`config.mk`:
```
export PLATFORM = sky130hd
export DESIGN_NAME = seg_scan_flat
export DESIGN_NICKNAME = d
export VERILOG_FILES = /design/src/rtl/seg_scan_pkg.sv /design/src/rtl/seg_scan_if.sv /design/src/rtl/seg_scan_tick.sv /design/src/rtl/seg_scan.sv /design/src/flat_wrapper.sv
export SDC_FILE = /design/constraint.sdc
export NUM_CORES = 1
export LEC_CHECK = 0
export ABC_AREA = 1
export ABC_CLOCK_PERIOD_IN_PS = 3200
export BUFFER_PORTS_ARGS = -buffer_cell sky130_fd_sc_hd__buf_4
export CAP_MARGIN = 20
export CELL_PAD_IN_SITES_DETAIL_PLACEMENT = 2
export CELL_PAD_IN_SITES_GLOBAL_PLACEMENT = 2
export CORE_ASPECT_RATIO = 1.2
export CORE_MARGIN = 3
export CORE_UTILIZATION = 35
export DETAILED_ROUTE_END_ITERATION = 12
export GPL_TIMING_DRIVEN = 0
export MAX_ROUTING_LAYER = met4
export PLACE_DENSITY_LB_ADDON = 0.05
export SLEW_MARGIN = 20
export SYNTH_ARGS = -nofsm -noshare
export SYNTH_HDL_FRONTEND = slang
export SYNTH_SLANG_ARGS = --single-unit
```
`constraint.sdc`:
```
create_clock -name clk -period 3.2 [get_ports clk]
set_input_delay 0 -clock clk [delete_from_list [all_inputs] [get_ports clk]]
set_output_delay 0 -clock clk [all_outputs]
set_load 0.05 [all_outputs]
```
`src/rtl/seg_scan_pkg.sv`:
```
// Shared constants, state encoding and helpers for the 8-digit scan driver.
package seg_scan_pkg;

    localparam int         NUM_DIG = 8;
    localparam logic [7:0] DS_OFF  = 8'hFF;

    typedef logic [3:0] nibble_t;

    typedef enum logic {
        ST_BLANK = 1'b0,
        ST_SHOW  = 1'b1
    } scan_state_e;

    // Nibble of digit i taken from a 32-bit display word.
    function automatic nibble_t nib_at(input logic [31:0] v, input logic [2:0] i);
        return v[{i, 2'b00} +: 4];
    endfunction

    // Active-low select pattern enabling only digit i.
    function automatic logic [7:0] digit_sel(input logic [2:0] i);
        return ~(8'b0000_0001 << i);
    endfunction

    // True when every nibble from digit i up to the top digit is zero.
    function automatic logic upper_zero(input logic [31:0] v, input logic [2:0] i);
        logic z;
        z = 1'b1;
        for (int k = 0; k < NUM_DIG; k++) begin
            if ((k >= int'(i)) && (v[k*4 +: 4] != 4'h0)) begin
                z = 1'b0;
            end
        end
        return z;
    endfunction

endpackage

```
`src/rtl/seg_scan_if.sv`:
```
// Host-side bus of the scan driver: display word load plus the digit drive outputs.
interface seg_scan_if;

    logic [31:0] val_in;
    logic [7:0]  dp_in;
    logic        val_load;
    logic        lz_en;
    logic [3:0]  d_out;
    logic        dp_out;
    logic [7:0]  ds;
    logic        frame_start;

    modport master (
        output val_in, dp_in, val_load, lz_en,
        input  d_out, dp_out, ds, frame_start
    );

    modport slave (
        input  val_in, dp_in, val_load, lz_en,
        output d_out, dp_out, ds, frame_start
    );

endinterface

```
`src/rtl/seg_scan_tick.sv`:
```
// Slot timebase: cycle counter within a digit slot and the digit index,
// with decoded slot-start, end-of-blanking, end-of-slot and frame-wrap flags.
module seg_scan_tick
    import seg_scan_pkg::*;
#(
    parameter int SCAN_DIV  = 50000,
    parameter int BLANK_CYC = 16
) (
    input  logic       clk,
    input  logic       rst,
    output logic [2:0] idx,
    output logic       slot_start,
    output logic       blank_end,
    output logic       slot_end,
    output logic       frame_wrap
);

    localparam int             CW       = (SCAN_DIV > 1) ? $clog2(SCAN_DIV) : 1;
    localparam int             BEND_INT = (BLANK_CYC > 0) ? (BLANK_CYC - 1) : 0;
    localparam logic [CW-1:0]  CNT_LAST = CW'(SCAN_DIV - 1);
    localparam logic [CW-1:0]  CNT_BEND = CW'(BEND_INT);
    localparam logic [CW-1:0]  CNT_ONE  = CW'(1);
    localparam logic           HAS_BLANK = (BLANK_CYC > 0);
    localparam logic [2:0]     LAST_DIG = 3'(NUM_DIG - 1);

    logic [CW-1:0] cnt_r;
    logic [2:0]    idx_r;

    // Slot counter and digit index; index advances (and wraps 7->0) at end of slot.
    always_ff @(posedge clk) begin
        if (rst) begin
            cnt_r <= '0;
            idx_r <= 3'd0;
        end else if (cnt_r == CNT_LAST) begin
            cnt_r <= '0;
            idx_r <= idx_r + 3'd1;
        end else begin
            cnt_r <= cnt_r + CNT_ONE;
        end
    end

    assign idx        = idx_r;
    assign slot_start = (cnt_r == '0);
    assign blank_end  = HAS_BLANK && (cnt_r == CNT_BEND);
    assign slot_end   = (cnt_r == CNT_LAST);
    assign frame_wrap = (cnt_r == CNT_LAST) && (idx_r == LAST_DIG);

endmodule

```
`src/rtl/seg_scan.sv`:
```
// Time-multiplexed 8-digit common-anode display driver. Keeps a pending and a
// shadow copy of the display word; the shadow only changes at frame boundaries
// so a frame never shows a mix of old and new digits. Each slot begins with a
// dark interval to stop ghosting between neighbouring digits. All outputs are
// registered and lag the internal slot counter by one cycle.
module seg_scan
    import seg_scan_pkg::*;
#(
    parameter int SCAN_DIV  = 50000,
    parameter int BLANK_CYC = 16
) (
    input  logic clk,
    input  logic rst,
    seg_scan_if.slave bus
);

    localparam scan_state_e SLOT_ST = (BLANK_CYC == 0) ? ST_SHOW : ST_BLANK;

    logic [2:0]  idx_s;
    logic        slot_start_s;
    logic        blank_end_s;
    logic        slot_end_s;
    logic        frame_wrap_s;

    logic [39:0] pending_r;
    logic        pend_vld_r;
    logic [39:0] shadow_r;

    logic        blank_r;
    logic        blank_calc_s;
    logic        blank_now_s;

    scan_state_e state_r;
    scan_state_e state_nx_s;

    logic [7:0]  ds_nx_s;
    logic [3:0]  d_nx_s;
    logic        dp_nx_s;
    logic        fs_nx_s;

    logic [7:0]  ds_r;
    logic [3:0]  d_out_r;
    logic        dp_out_r;
    logic        fs_r;

    seg_scan_tick #(
        .SCAN_DIV  (SCAN_DIV),
        .BLANK_CYC (BLANK_CYC)
    ) u_tick (
        .clk        (clk),
        .rst        (rst),
        .idx        (idx_s),
        .slot_start (slot_start_s),
        .blank_end  (blank_end_s),
        .slot_end   (slot_end_s),
        .frame_wrap (frame_wrap_s)
    );

    // Pending/shadow display word: loads park in pending, shadow follows at the frame wrap;
    // a load landing on the wrap cycle itself goes straight to shadow.
    always_ff @(posedge clk) begin
        if (rst) begin
            pending_r  <= 40'h0;
            pend_vld_r <= 1'b0;
            shadow_r   <= 40'h0;
        end else if (frame_wrap_s) begin
            if (bus.val_load) begin
                shadow_r <= {bus.dp_in, bus.val_in};
            end else if (pend_vld_r) begin
                shadow_r <= pending_r;
            end else begin
                shadow_r <= shadow_r;
            end
            pend_vld_r <= 1'b0;
        end else if (bus.val_load) begin
            pending_r  <= {bus.dp_in, bus.val_in};
            pend_vld_r <= 1'b1;
        end else begin
            pending_r  <= pending_r;
            pend_vld_r <= pend_vld_r;
        end
    end

    // Leading-zero decision for the digit about to be shown; digit 0 always shows.
    always_comb begin
        blank_calc_s = bus.lz_en && (idx_s != 3'd0) && upper_zero(shadow_r[31:0], idx_s);
        if (slot_start_s) begin
            blank_now_s = blank_calc_s;
        end else begin
            blank_now_s = blank_r;
        end
    end

    // Freeze the blanking decision for the whole slot so lz_en cannot glitch ds mid-slot.
    always_ff @(posedge clk) begin
        if (rst) begin
            blank_r <= 1'b0;
        end else if (slot_start_s) begin
            blank_r <= blank_calc_s;
        end else begin
            blank_r <= blank_r;
        end
    end

    // FSM state register.
    always_ff @(posedge clk) begin
        if (rst) begin
            state_r <= SLOT_ST;
        end else begin
            state_r <= state_nx_s;
        end
    end

    // FSM next state: dark interval then show; every slot restarts in the dark interval.
    always_comb begin
        state_nx_s = state_r;
        case (state_r)
            ST_BLANK: begin
                if (blank_end_s) begin
                    state_nx_s = ST_SHOW;
                end else begin
                    state_nx_s = ST_BLANK;
                end
            end
            ST_SHOW: begin
                state_nx_s = ST_SHOW;
            end
            default: begin
                state_nx_s = ST_BLANK;
            end
        endcase
        if (slot_end_s) begin
            state_nx_s = SLOT_ST;
        end else begin
            state_nx_s = state_nx_s;
        end
    end

    // FSM outputs: digit select from state, nibble/dp captured once per slot start.
    always_comb begin
        ds_nx_s = DS_OFF;
        d_nx_s  = d_out_r;
        dp_nx_s = dp_out_r;
        fs_nx_s = slot_start_s && (idx_s == 3'd0);
        case (state_r)
            ST_SHOW: begin
                if (blank_now_s) begin
                    ds_nx_s = DS_OFF;
                end else begin
                    ds_nx_s = digit_sel(idx_s);
                end
            end
            ST_BLANK: begin
                ds_nx_s = DS_OFF;
            end
            default: begin
                ds_nx_s = DS_OFF;
            end
        endcase
        if (slot_start_s) begin
            d_nx_s  = nib_at(shadow_r[31:0], idx_s);
            dp_nx_s = shadow_r[6'd32 + {3'd0, idx_s}] && !blank_calc_s;
        end else begin
            d_nx_s  = d_out_r;
            dp_nx_s = dp_out_r;
        end
    end

    // Output registers.
    always_ff @(posedge clk) begin
        if (rst) begin
            ds_r     <= DS_OFF;
            d_out_r  <= 4'h0;
            dp_out_r <= 1'b0;
            fs_r     <= 1'b0;
        end else begin
            ds_r     <= ds_nx_s;
            d_out_r  <= d_nx_s;
            dp_out_r <= dp_nx_s;
            fs_r     <= fs_nx_s;
        end
    end

    assign bus.ds          = ds_r;
    assign bus.d_out       = d_out_r;
    assign bus.dp_out      = dp_out_r;
    assign bus.frame_start = fs_r;

endmodule
```
`src/flat_wrapper.sv`:
```
// flat-port wrapper written by rule: the top's interface ports become plain ports
module seg_scan_flat import seg_scan_pkg::*;
#(
    parameter int SCAN_DIV  = 50000,
    parameter int BLANK_CYC = 16
)
  (clk, rst, bus_val_in, bus_dp_in, bus_val_load, bus_lz_en, bus_d_out, bus_dp_out, bus_ds, bus_frame_start);
  seg_scan_if bus_i ();
  input  logic clk;
  input  logic rst;
  input wire logic [$bits(bus_i.val_in)-1:0] bus_val_in;
  input wire logic [$bits(bus_i.dp_in)-1:0] bus_dp_in;
  input wire logic [$bits(bus_i.val_load)-1:0] bus_val_load;
  input wire logic [$bits(bus_i.lz_en)-1:0] bus_lz_en;
  output wire logic [$bits(bus_i.d_out)-1:0] bus_d_out;
  output wire logic [$bits(bus_i.dp_out)-1:0] bus_dp_out;
  output wire logic [$bits(bus_i.ds)-1:0] bus_ds;
  output wire logic [$bits(bus_i.frame_start)-1:0] bus_frame_start;
  assign bus_i.val_in = bus_val_in;
  assign bus_i.dp_in = bus_dp_in;
  assign bus_i.val_load = bus_val_load;
  assign bus_i.lz_en = bus_lz_en;
  assign bus_d_out = bus_i.d_out;
  assign bus_dp_out = bus_i.dp_out;
  assign bus_ds = bus_i.ds;
  assign bus_frame_start = bus_i.frame_start;
  seg_scan #(.SCAN_DIV(SCAN_DIV), .BLANK_CYC(BLANK_CYC)) u_core (.clk(clk), .rst(rst), .bus(bus_i));
endmodule
```
## Word level (Yosys, flattened, before mapping)

Index checks and enable logic that the tools add are counted.

| storage, ports and cells | value |
|---|---|
| flip-flop bits (word level) | 116 |
| latch bits | 0 |
| memory bits (writable) | 0 |
| ROM bits | 0 |
| output and inout bits | 14 |
| word-level logic and storage cells | 76 |
| memories | 0 |

| operators by class | value |
|---|---|
| add/subtract/negate cells | 3 |
| $mul | 0 |
| divide/modulo/power cells | 0 |
| $lt $le $gt $ge | 8 |
| equal/unequal tests | 3 |
| shifts and indexed selects | 2 |
| multiplexer cells | 17 |
| bitwise gates (word level) | 3 |
| reductions and logical operators | 29 |

Operators with widths:

| cell | count |
|---|---|
| $mux W40 | 2 |
| $reduce_bool A4 Y1 | 8 |
| $shiftx A32 B6 Y4 | 1 |
| $add A16 B1 Y16 const B | 1 |
| $eq A16 B16 Y1 const B | 1 |
| $eq A16 B4 Y1 const B | 1 |
| $logic_not A16 Y1 | 1 |
| $pmux W8 S2 | 1 |
| $logic_and A1 B1 Y1 | 12 |
| $mux W1 | 11 |
| $ge A3 B3 Y1 const A | 3 |
| $mux W8 | 1 |
| $not A8 Y8 | 1 |
| $shl A1 B3 Y8 const A | 1 |
| $lt A6 B7 Y1 const B | 1 |
| $add A6 B3 Y6 const A | 1 |
| $bmux W1 S6 | 1 |
| $ge A1 B3 Y1 const A | 2 |
| $ge A2 B3 Y1 const A | 2 |
| $reduce_and A2 Y1 | 2 |
| $reduce_or A2 Y1 | 2 |
| $add A3 B1 Y3 const B | 1 |
| $eq A3 B3 Y1 const B | 1 |
| $logic_not A3 Y1 | 1 |
| other kinds (5) | 6 |

## Logic depth before layout (Yosys ltp)

Gate-level depths: netlist of the first run.

| depth | value |
|---|---|
| depth after elaboration | 14 |
| depth in mapped cells | 12 |

## Cells and area by module

From an unflattened synthesis of the first run, not the netlist that was laid out.

| unflattened totals | value |
|---|---|
| cell total of the unflattened synthesis | 729 |
| area, all modules | 5126.2 um2 |

Modules (own cells, without submodules):

| module | times used | cells an instance | area an instance (um2) |
|---|---|---|---|
| seg_scan | 1 | 578 | 4087.7 |
| seg_scan_tick | 1 | 151 | 1038.5 |

## Worst setup path before layout of the first run

OpenSTA, ideal clock, no wires.

| timing path | value |
|---|---|
| path type | register to register |
| start | register u_core.u_tick.idx_r[0] (netlist: u_core.u_tick.idx[0]) |
| end | register u_core.blank_r |
| setup time | 65 ps |
| arrival | 1636 ps |
| data required time | 3135 ps |
| setup slack | 1499 ps |
| stages on the path, launching flop included | 13 |
| path buffers | 1 |
| clock period less this slack | 1701 ps |
| cell sequence | dfxtp_1 > inv_1 > buf_1 > ha_1 > inv_1 > nand3_1 > o21ai_0 > nand2_1 > nor2_1 > nand2_1 > nand2_1 > nand2_2 > nor2_1 |

| on the way | value |
|---|---|
| word-level cells in the longest chain between the ends | 12 |
| elaborated cells between the ends (all ways) | 26 |
| classes of those cells | 7 x order compare; 9 x mux; 10 x reduce/logical |

Ends and longest elaborated chain:

| item | RTL line | text |
|---|---|---|
| start, declared | seg_scan_tick.sv:27 | `logic [2:0] idx_r;` |
| start signal, assigned | seg_scan_tick.sv:36 | `idx_r <= idx_r + 3'd1;` |
| $ge A1 B3 Y1 | seg_scan_pkg.sv:29 | `if ((k >= int'(i)) && (v[k*4 +: 4] != 4'h0)) begin` |
| $logic_and A1 B1 Y1 | seg_scan_pkg.sv:29 |  |
| $mux W1 (8 in series) | seg_scan_pkg.sv:29 |  |
| $logic_and A1 B1 Y1 (*) | seg_scan.sv:86 | `blank_calc_s = bus.lz_en && (idx_s != 3'd0) && upper_zero(shadow_r[31:0], idx_s);` |
| $mux W1 (*) | - |  |
| end signal, assigned | seg_scan.sv:99 | `blank_r <= blank_calc_s;` |
| end signal, assigned | seg_scan.sv:101 | `blank_r <= blank_r;` |
| end, declared | seg_scan.sv:29 | `logic blank_r;` |

Every way passes the cells marked *; elsewhere a longest branch is shown, timed or not.
A chain may end at the register's enable or synchronous reset.

## Worst setup path in the final report of the first run

| timing path | value |
|---|---|
| start | register u_core.u_tick.idx_r[1] (netlist: u_core.u_tick.idx[1]) |
| end | register u_core.ds_r[4] (netlist: u_core.bus.ds[4]) |

| on the way | value |
|---|---|
| word-level cells in the longest chain between the ends | 14 |
| elaborated cells between the ends (all ways) | 30 |
| classes of those cells | 7 x order compare; 1 x shift; 11 x mux; 1 x bitwise; 10 x reduce/logical |

Ends and longest elaborated chain:

| item | RTL line | text |
|---|---|---|
| $ge A1 B3 Y1 | seg_scan_pkg.sv:29 |  |
| $logic_and A1 B1 Y1 | seg_scan_pkg.sv:29 |  |
| $mux W1 (8 in series) | seg_scan_pkg.sv:29 |  |
| $logic_and A1 B1 Y1 | seg_scan.sv:86 |  |
| $mux W1 | - |  |
| $mux W8 (*) | seg_scan.sv:147 | `if (blank_now_s) begin` |
| $pmux W8 S2 (*) | seg_scan.sv:145 | `case (state_r)` |
| end signal, assigned | seg_scan.sv:177 | `ds_r <= ds_nx_s;` |
| end, declared | seg_scan.sv:41 | `logic [7:0] ds_r;` |

Marks and branches as above.

==> impl_metrics.ini, run 1 <==
[status]
outcome = completed

[synth]
ys_seq_area_share_pct = 43.4
synth_top_area_cell = dfxtp_1
yosys-top-cells-area = dfxtp_1 (43%), nand2_1 (9.3%), nor2_1 (9.0%)
avgSynthCellArea_um2 = 6.96
synth_area_um2 = 5350
postSynth.asyncResetShare_pct = 0
ys_seq_elements = 116
synthCells = 768
synth_compound_area_share_pct = 17.6
yosysMostFrequentCell = nand2_1
yosys_warnings = 0
synth_top_area_share_pct = 43.4
synth-edff-count = 0
syn-num-nets = 820
synthMuxAreaShare_pct = 0
ys_types = 35
synthAdderAreaFrac_pct = 1.87
ys_top_cells_by_count = nand2_1 (133), nor2_1 (128), dfxtp_1 (116), o21ai_0 (78), inv_1 (68)
synth_top_family_by_area = simple AND/OR/NAND/NOR gates
synth-xor-area-share_pct = 0.491
synthSimpleGateAreaFrac_pct = 27.5
synth_flop_cell = dfxtp_1

[sta]
slew_viol_final = 0
hold_slack_ns = 0.277
finalCritPeriodShare_pct = 73.3
tightest_slew_ns = 0.602
skew_ns = 0.00838
fin_crit_ns = 2.35
setup_viol = 0
timing.fmax_ghz = 0.426
setup-tns-final_ns = 0
setup_ws_ns = 0.854
hold_violations = 0
rsz0062_at_grt = no
slew_headroom_pct = 59.9

[floorplan]
initial_utilization_pct = 36.5
top_level_ports = 58
fp.dieH_um = 141
fp-row-count = 48
die_area_um2 = 16800
dieWidth_um = 119
core_um2 = 14700

[global_route]
grt_pass1_vias = 6658
grt_pass1_wl_um = 35100
grtUsageTotal_pct = 27.0
gr-usage-met2_pct = 50.6
gr-usage-met3_pct = 4.43
grt_util_met1_pct = 29.1
grt_max_degree = 17
overflow = 0
grt-busiest-layer = met2
antenna_found_initial = 0

[clocking]
cts-resized-gates = 0
post_cts_buffers = 0
clockBufferDepth = 2
insertion_delay_ns = 0.43
h-tree-depth = 4
cts-root-buf = clkbuf_16
clock_sink_count = 116
cts_tree = built
cts_hold_buf = 41
cts_buffers = 17
path_clk_slew_ns = 0.06

[worst_setup_path]
crit_cells = 12
cp_cell_sequence = inv_1 -> buf_1 -> ha_1 -> inv_1 -> nand2_1 -> nand2_1 -> nand2_1 -> o21ai_0 -> nand2_1 -> nand2_1 -> nand2_2 -> nand3b_1
crit_buf_inv = 3
rr_worst_depth = 12
crit_family = buffers and inverters
startpoint_type = register
critPathArrivalTime_ns = 2.62
reg2reg_slack_ns = 0.85
endpoint_kind = register
path_max_fanout = 11
cp_slowest_stage_delay_ns = 0.49
crit_top_cell = nand2_1
critPathRequiredTime_ns = 3.47
slowest_stage = buf_1
crit_type = register to register

[final_layout]
fin_nets = 936
antenna_cells = 0
syn_to_final_growth_pct = 31.7
drive_above_1_share_pct = 13.2

[pwr]
power.net_switching_w = 0.000942
seqPwrFrac_pct = 39.1
power.density_nw_per_um2 = 549
leakage_nw = 2.99
clkPwrFrac_pct = 52.0
combPwrFrac_pct = 8.9
irDropWorstVdd_v = 0.000347
power.internal_w = 0.00293
switching_share_pct = 24.3

[routing]
wire_per_inst_um = 19.0
initialDrtViolationCount = 256
wl_um = 20900
drtAntennaViolNets = 0
num_vias = 5613
dr.pass1.iters = 4
via_per_inst = 5.12
drc_errors = 0

[hold_path]
hold_path_class = input pin to register
min_path_cells = 8

[job]
maxCapViolCount = 0

[placed_design]
place_hpwl_um = 13200
port_buffers = 56
place_congestion = 0.803
pre_cts_slack_ns = 0.934
[sequential cells by signal, indices dropped and copies added, names as in the netlist]
| name | flops |
|---|---|
| u_core.blank_r | 1 |
| u_core.bus.d_out | 4 |
| u_core.bus.dp_out | 1 |
| u_core.bus.ds | 8 |
| u_core.bus.frame_start | 1 |
| u_core.pend_vld_r | 1 |
| u_core.pending_r | 40 |
| u_core.shadow_r | 40 |
| u_core.state_r | 1 |
| u_core.u_tick.cnt_r | 16 |
| u_core.u_tick.idx | 3 |
[final cells by class]
type | count | area, um^2
Fill cell | 1721 | 7610
Sequential cell | 116 | 2320
Tap cell | 200 | 250
Clock buffer | 23 | 488
Multi-Input combinational cell | 537 | 2530
Buffer | 43 | 219
Timing Repair Buffer | 97 | 831
Inverter | 72 | 272
Clock inverter | 9 | 125
[power groups by stage]
stage / registers (W) / logic, W / clock network [W]
after floorplan: 0.00156 / 0.000146 / 0
after global placement: 0.00154 / 0.000270 / 0
after detailed placement: 0.00154 / 0.000288 / 0
after CTS: 0.00151 / 0.000337 / 0.00202
after global routing: 0.00152 / 0.000385 / 0.00211
final: 0.00151 / 0.000345 / 0.00201
[cells in the final DEF, fill, tap and decap left out, drive strengths merged]
cell type,count
a211oi,1
and2,1
nor2,132
a21oi,52
inv,69
nor4,1
clkbuf,44
buf,78
nand2,136
nand3b,7
o21ai,130
ha,8
bufinv,3
clkinv,7
xor2,3
clkinvlp,2
nand3,50
o211ai,1
nor3,10
dlygate4sd3,41
nand4,3
a31oi,2
dfxtp,116
[path summary, 6_finish.rpt]
| check | startpoint | to |
|---|---|---|
| worst max-delay path | u_core.u_tick.idx[1]$_SDFFE_PP0P_ | u_core.bus.ds[4]$_SDFF_PP1_ |
| worst min-delay path | bus_lz_en | u_core.bus.dp_out$_SDFFE_PP0N_ |
| worst max register to register | u_core.u_tick.idx[1]$_SDFFE_PP0P_ | u_core.bus.ds[4]$_SDFF_PP1_ |
| worst min register to register | u_core.pending_r[10]$_SDFFE_PP0P_ | u_core.pending_r[10]$_SDFFE_PP0P_ |
[kinds of logic after synthesis]
group,Yosys count
flops,116
fa+ha+maj,8
compound gates,186
simple gates,340
buf+inv,115
xor+xnor,3
[stage by stage]
step	total power [W]	util, %	std cells	area [um^2]
2_1_floorplan	0.00170	-	768	5350
3_3_place_gp	0.00181	41.1	1024	6020
3_5_place_dp	0.00183	41.1	1024	6020
4_1_cts	0.00387	48.0	1097	7040
5_1_grt	0.00401	48.0	1097	7040
6_report	0.00387	48.0	1097	7040
[routing by layer]
| layer | vias up | share of wire, % |
|---|---|---|
| met1 | 2787 | 41 |
| met5 | - | 0 |
| met4 | 0 | 1.7 |
| met2 | 78 | 55 |
| met3 | 29 | 2.1 |
| li1 | 2719 | - |
[tightest hold or removal path: cells and delay by family]
kind	cells	cell delay (ns)
and+or+nand+nor	6	0.37
AOI/OAI and AO/OA	1	0.17
buffers and inverters	1	0.11
No activity file was read; power rests on OpenSTA's default activity.
==> run 2, diff against run 1 <==
--- a/config.mk
+++ b/config.mk
@@ -6,14 +6,14 @@
 export NUM_CORES = 1
 export LEC_CHECK = 0
 export ABC_AREA = 1
-export ABC_CLOCK_PERIOD_IN_PS = 3200
+export ABC_CLOCK_PERIOD_IN_PS = 2009
 export BUFFER_PORTS_ARGS = -buffer_cell sky130_fd_sc_hd__buf_4
 export CAP_MARGIN = 20
 export CELL_PAD_IN_SITES_DETAIL_PLACEMENT = 2
 export CELL_PAD_IN_SITES_GLOBAL_PLACEMENT = 2
 export CORE_ASPECT_RATIO = 1.2
 export CORE_MARGIN = 3
-export CORE_UTILIZATION = 35
+export CORE_UTILIZATION = 30
 export DETAILED_ROUTE_END_ITERATION = 12
 export GPL_TIMING_DRIVEN = 0
 export MAX_ROUTING_LAYER = met4
==> constraint.sdc (replaced) <==
create_clock -name clk -period 2.01 [get_ports clk]
set_input_delay 0 -clock clk [delete_from_list [all_inputs] [get_ports clk]]
set_output_delay 0 -clock clk [all_outputs]
set_load 0.05 [all_outputs]
==> run 2 against run 1 <==
Effect of this change: setup slack got worse by 0.76 ns; sequential cell count unchanged; die area increased by 16%; routed wire length is 8.0% lower; global-route usage shrank 6.4 points; critical path depth shrank 2; first-iteration DRC count shrank 27%; sequential share of layout area decreased by 0.94 points; clock skew shrank 0.00054 ns; largest cell class unchanged; largest power group unchanged.
==> impl_metrics.ini, run 2 (same netlist as run 1, synthesis figures left out) <==
[status]
outcome = completed

[routing]
route.met3.wl_um = 427
drc_errors = 0
wl_um = 19200
drtAntennaViolNets = 0
dr.pass1.iters = 4
top_layer = met4
via_per_inst = 4.94
num_vias = 5532
met1_length_um = 8300
wire_per_inst_um = 17.2
wl_met2_um = 10300
initialDrtViolationCount = 186

[final_layout]
final-seq-area_um2 = 2330
syn_to_final_growth_pct = 35.9
fin_area_um2 = 7260
fin_nets = 943
final_cell_mix = nand2_1 (131), nor2_1 (121), dfxtp_1 (112)
top_regs = u_core.pending_r: 40 flops, u_core.shadow_r: 40 flops, u_core.u_tick.cnt_r: 16 flops
drive_above_1_share_pct = 16.3
nFillCells = 2009
antenna_cells = 0
final_common_cell = nand2_1
multiInputGateArea_um2 = 2580
utilization_pct = 42.3

[sta]
finalCritPeriodShare_pct = 95.1
slew_headroom_pct = 61.6
setup_ws_ns = 0.0982
fin_crit_ns = 1.91
setup_viol = 0
slew_viol_final = 0
tightest_slew_ns = 0.577
timing.fmax_ghz = 0.523
skew_ns = 0.00784
hold_violations = 0

[floorplan]
fp-row-count = 52
dieWidth_um = 128
core_um2 = 17200
top_level_ports = 58
fp.dieH_um = 152
die_area_um2 = 19500
initial_utilization_pct = 31.1

[clocking]
path_clk_slew_ns = 0.05
cts-root-buf = clkbuf_16
cts_tree = built
clockBufferDepth = 2
h-tree-depth = 4
clock_sink_count = 116
cts_buffers = 17
insertion_delay_ns = 0.42

[pwr]
power.net_switching_w = 0.00145
power.density_nw_per_um2 = 845
combPwrFrac_pct = 8.8
leakage_nw = 3.10
clkPwrFrac_pct = 52.1
irDropWorstVdd_v = 0.000514
power_w = 0.00614
power.internal_w = 0.00469
seqPwrFrac_pct = 39.2
switching_share_pct = 23.6

[placed_design]
place_area_um2 = 6040
place_hpwl_um = 13600
place_congestion = 0.814
pre_cts_slack_ns = -0.295
port_buffers = 56

[worst_setup_path]
critPathArrivalTime_ns = 2.22
endpoint_kind = register
critPathRequiredTime_ns = 2.32
startpoint_type = register
crit_type = register to register
path_max_fanout = 8

[global_route]
grtUsageTotal_pct = 20.6
overflow = 0
antenna_found_initial = 0
grt_pass1_vias = 6195
grt_max_degree = 17
grt_pass1_wl_um = 31200

[job]
maxCapViolCount = 0

[hold_path]
hold_path_class = input pin to register
==> run 2: cell types whose count changed in the layout (fill, tap and decap cells not counted), sizes merged <==
| cell | delta |
|---|---|
| buf | +5 |
| clkbuf | +1 |
| clkinvlp | +1 |
| clkinv | -1 |
==> run 2: power groups by stage <==
| stage | combinational [W] | clock [W] | sequential (W) |
|---|---|---|---|
| 5_1_grt | 0.000608 | 0.00336 | 0.00241 |
| 6_report | 0.000538 | 0.00320 | 0.00240 |
| 3_3_place_gp | 0.000437 | 0 | 0.00245 |
| 3_5_place_dp | 0.000464 | 0 | 0.00246 |
| 2_1_floorplan | 0.000232 | 0 | 0.00248 |
| 4_1_cts | 0.000535 | 0.00327 | 0.00241 |
==> run 2: what timing repair did <==
item | in CTS | in global routing
hold buffers | 41 | 0
setup buffers | 2 | 3
hold endpoints to repair | 91 | 0
gates cloned | 0 | 4
setup endpoints to repair | 12 | 74
resized for setup | 4 | 39
pin swaps | 0 | 1
==> run 2: final cells by class <==
cell class | count | area share, %
Buffer | 41 | 3.50
Clock buffer | 22 | 6.80
Clock inverter | 9 | 1.72
Inverter | 72 | 3.81
Multi-Input combinational cell | 537 | 35.6
Sequential cell | 116 | 32.0
Tap cell | 216 | 3.72
Timing Repair Buffer | 106 | 12.9
==> run 2: worst max-delay path: stages (launching register included) <==
cell and delay, ns:
dfxtp_2 0.34, ha_2 0.18, nand2_2 0.07, inv_4 0.08, nand2_4 0.08, nor2_4 0.11, nand4_1 0.17, nand3b_4 0.35
clkbuf_16 0.24, nor2_1 0.11, nor2_1 0.06
==> run 2: final timing paths <==
kind / start / endpoint / slack (ns) / cells after the start
setup / recovery: u_core.u_tick.cnt_r[1]$_SDFF_PP0_ / u_core.shadow_r[12]$_SDFFE_PP0P_ / 0.1 / 10
hold / removal: bus_lz_en / u_core.bus.dp_out$_SDFFE_PP0N_ / 0.24 / 8
setup reg to reg: u_core.u_tick.cnt_r[1]$_SDFF_PP0_ / u_core.shadow_r[12]$_SDFFE_PP0P_ / 0.1 / 10
hold reg to reg: u_core.pending_r[1]$_SDFFE_PP0P_ / u_core.pending_r[1]$_SDFFE_PP0P_ / 0.45 / 2
==> run 2: metal layers <==
metal,vias to the layer above,global-route usage [%]
met3,10,3.79
met4,0,5.41
li1,2732,-
met5,-,-
met1,2729,23.0
met2,61,37.3
==> run 2: stage by stage <==
step	std cells	TNS (ns)	hold slack (ns)
final	1119	0	0.235
after global routing	1119	-0.0478	0.344
after CTS	1113	0	0.249
after detailed placement	1040	-2.56	0.228
after global placement	1040	-1.77	0.216
after floorplan	768	0	0.0691
==> run 3, diff against run 2 <==
--- a/config.mk
+++ b/config.mk
@@ -17,7 +17,8 @@
 export DETAILED_ROUTE_END_ITERATION = 12
 export GPL_TIMING_DRIVEN = 0
 export MAX_ROUTING_LAYER = met4
-export PLACE_DENSITY_LB_ADDON = 0.05
+export PLACE_DENSITY = 0.78
+export RECOVER_POWER = 25
 export SLEW_MARGIN = 20
 export SYNTH_ARGS = -nofsm -noshare
 export SYNTH_HDL_FRONTEND = slang
==> run 3 against run 2 <==
Effect of this change: via count is 1.7% higher; highest routed layer unchanged; largest cell class unchanged; setup slack improved by 0.0058 ns; total power is 0.74% higher; hold slack better by 0.069 ns; register-to-register slack hardly changed; final area decreased by 2.0%; core utilization shrank 0.85 points; die area did not move; critical path type unchanged.
==> impl_metrics.ini, run 3 (same netlist as run 1, synthesis figures left out) <==
[status]
outcome = completed

[sta]
finalCritPeriodShare_pct = 94.8
timing.fmax_ghz = 0.525
hold_violations = 0
slew_headroom_pct = 58.5
skew_ns = 0.00637
setup_viol = 0
tightest_slew_ns = 0.626
fin_crit_ns = 1.91
slew_viol_final = 0

[global_route]
grt_pass1_wl_um = 33100
grt_pass1_vias = 6466
antenna_found_initial = 0
grt_max_degree = 17
grtUsageTotal_pct = 21.9
overflow = 0

[worst_setup_path]
timing.rr.start = u_core.u_tick.cnt_r[1]$_SDFF_PP0_
reg2reg_slack_ns = 0.10
endpoint_kind = register
rr_worst_depth = 10
path_max_fanout = 10
critPathArrivalTime_ns = 2.22
startpoint_type = register
cp-startpoint = u_core.u_tick.cnt_r[1]$_SDFF_PP0_
setup.worst_path.end = u_core.shadow_r[27]$_SDFFE_PP0P_
crit_type = register to register
regToRegEndpoint = u_core.shadow_r[27]$_SDFFE_PP0P_
critPathRequiredTime_ns = 2.32

[final_layout]
utilization_pct = 41.4
fin_nets = 939
instances_no_fill = 1116
antenna_cells = 0
syn_to_final_growth_pct = 33.1
multiInputGateArea_um2 = 2560
nFillCells = 2023
final_common_cell = nand2_1
final-seq-area_um2 = 2330
top_regs = u_core.pending_r: 40 flops, u_core.shadow_r: 40 flops, u_core.u_tick.cnt_r: 16 flops
fin_area_um2 = 7120
final_cell_mix = nand2_1 (131), nor2_1 (125), dfxtp_1 (113)
drive_above_1_share_pct = 13.4

[pwr]
irDropWorstVdd_v = 0.000608
power.density_nw_per_um2 = 869
leakage_nw = 3.00

[routing]
initialDrtViolationCount = 216
dr.pass1.iters = 4
wire_per_inst_um = 18.0
via_per_inst = 5.04
num_vias = 5628
drtAntennaViolNets = 0
wl_um = 20100
drc_errors = 0

[floorplan]
core_um2 = 17200
top_level_ports = 58
initial_utilization_pct = 31.1
fp.dieH_um = 152
fp-row-count = 52
die_area_um2 = 19500
dieWidth_um = 128

[clocking]
cts-root-buf = clkbuf_16
path_clk_slew_ns = 0.06
h-tree-depth = 4
cts_buffers = 17
clock_sink_count = 116
clockBufferDepth = 2
insertion_delay_ns = 0.42
cts_tree = built

[hold_path]
hold_path_class = input pin to register
min_path_cells = 5

[placed_design]
port_buffers = 56
place_congestion = 0.831
dp_cells = 1040
place_area_um2 = 6040
place_hpwl_um = 13900

[job]
maxCapViolCount = 0
==> run 3: cell types whose count changed in the layout (fill, tap and decap cells not counted), moves of 2 or more <==
cell,before,now
buf_4,67,49
clkbuf_1,20,36
clkbuf_8,5,1
nor2_1,121,125
nor2_2,8,5
clkbuf_16,19,17
clkinv_4,0,2
dfxtp_2,4,2
ha_1,6,8
ha_2,2,0
==> run 3: metrics by stage <==
step,TNS [ns],total power (W),worst slack (ns),hold WS (ns)
global route,-0.0177,0.00641,-0.0123,0.351
floorplan,0,0.00271,0.309,0.0691
global placement,-1.92,0.00288,-0.210,0.209
finish,0,0.00618,0.104,0.304
CTS,0,0.00624,0.0103,0.309
detailed placement,-2.70,0.00292,-0.319,0.220
==> run 3: power by group <==
group	total, W	internal [W]	leakage, nW	switching (W)
clock	0.00325	0.00210	0.295	0.00115
combinational	0.000533	0.000207	1.76	0.000326
sequential	0.00240	0.00237	0.949	0.0000280
==> run 3: how the worst min path moves through the flow <==
stage / start / endpoint
final: bus_val_load / u_core.pend_vld_r$_SDFFE_PP0P_
after global routing: rst / u_core.blank_r$_SDFF_PP0_
after CTS: bus_val_load / u_core.pend_vld_r$_SDFFE_PP0P_
after detailed placement: rst / u_core.bus.dp_out$_SDFFE_PP0N_
after floorplan: rst / u_core.bus.dp_out$_SDFFE_PP0N_
after global placement: rst / u_core.bus.dp_out$_SDFFE_PP0N_
==> run 3: worst max-delay path: stages (launching register included) <==
cell,delay [ns]
dfxtp_1,0.35
ha_1,0.18
nand2_1,0.07
clkinv_2,0.11
nand2_4,0.09
nor2_2,0.13
nand4_1,0.16
nand3b_4,0.27
buf_4,0.22
nor2_1,0.14
nor2_1,0.07
==> run 3: layout make-up <==
| type | count | share of cell area [%] |
|---|---|---|
| multi-input combinational | 537 | 36.0 |
| sequential | 116 | 32.7 |
| timing repair buffer | 100 | 11.2 |
| clock buffer | 19 | 6.22 |
| inverter | 72 | 3.85 |
| tap | 216 | 3.80 |
| buffer | 43 | 3.64 |
| clock inverter | 13 | 2.57 |
==> run 3: timing repair <==
action	in CTS	in global routing
resized for setup	7	28
pin swaps	1	6
gates cloned	0	1
setup buffers	1	1
hold buffers	41	0
setup endpoints to repair	50	69
hold endpoints to repair	88	0
==> run 3: layer usage <==
metal  wire length [um]  vias up  global-route usage (%)
met1               8110     2801                    23.5
met3                463       26                    3.96
li1                   -     2728                       -
met5                  0        -                       -
met4                410        0                    7.03
met2              11100       73                    40.2
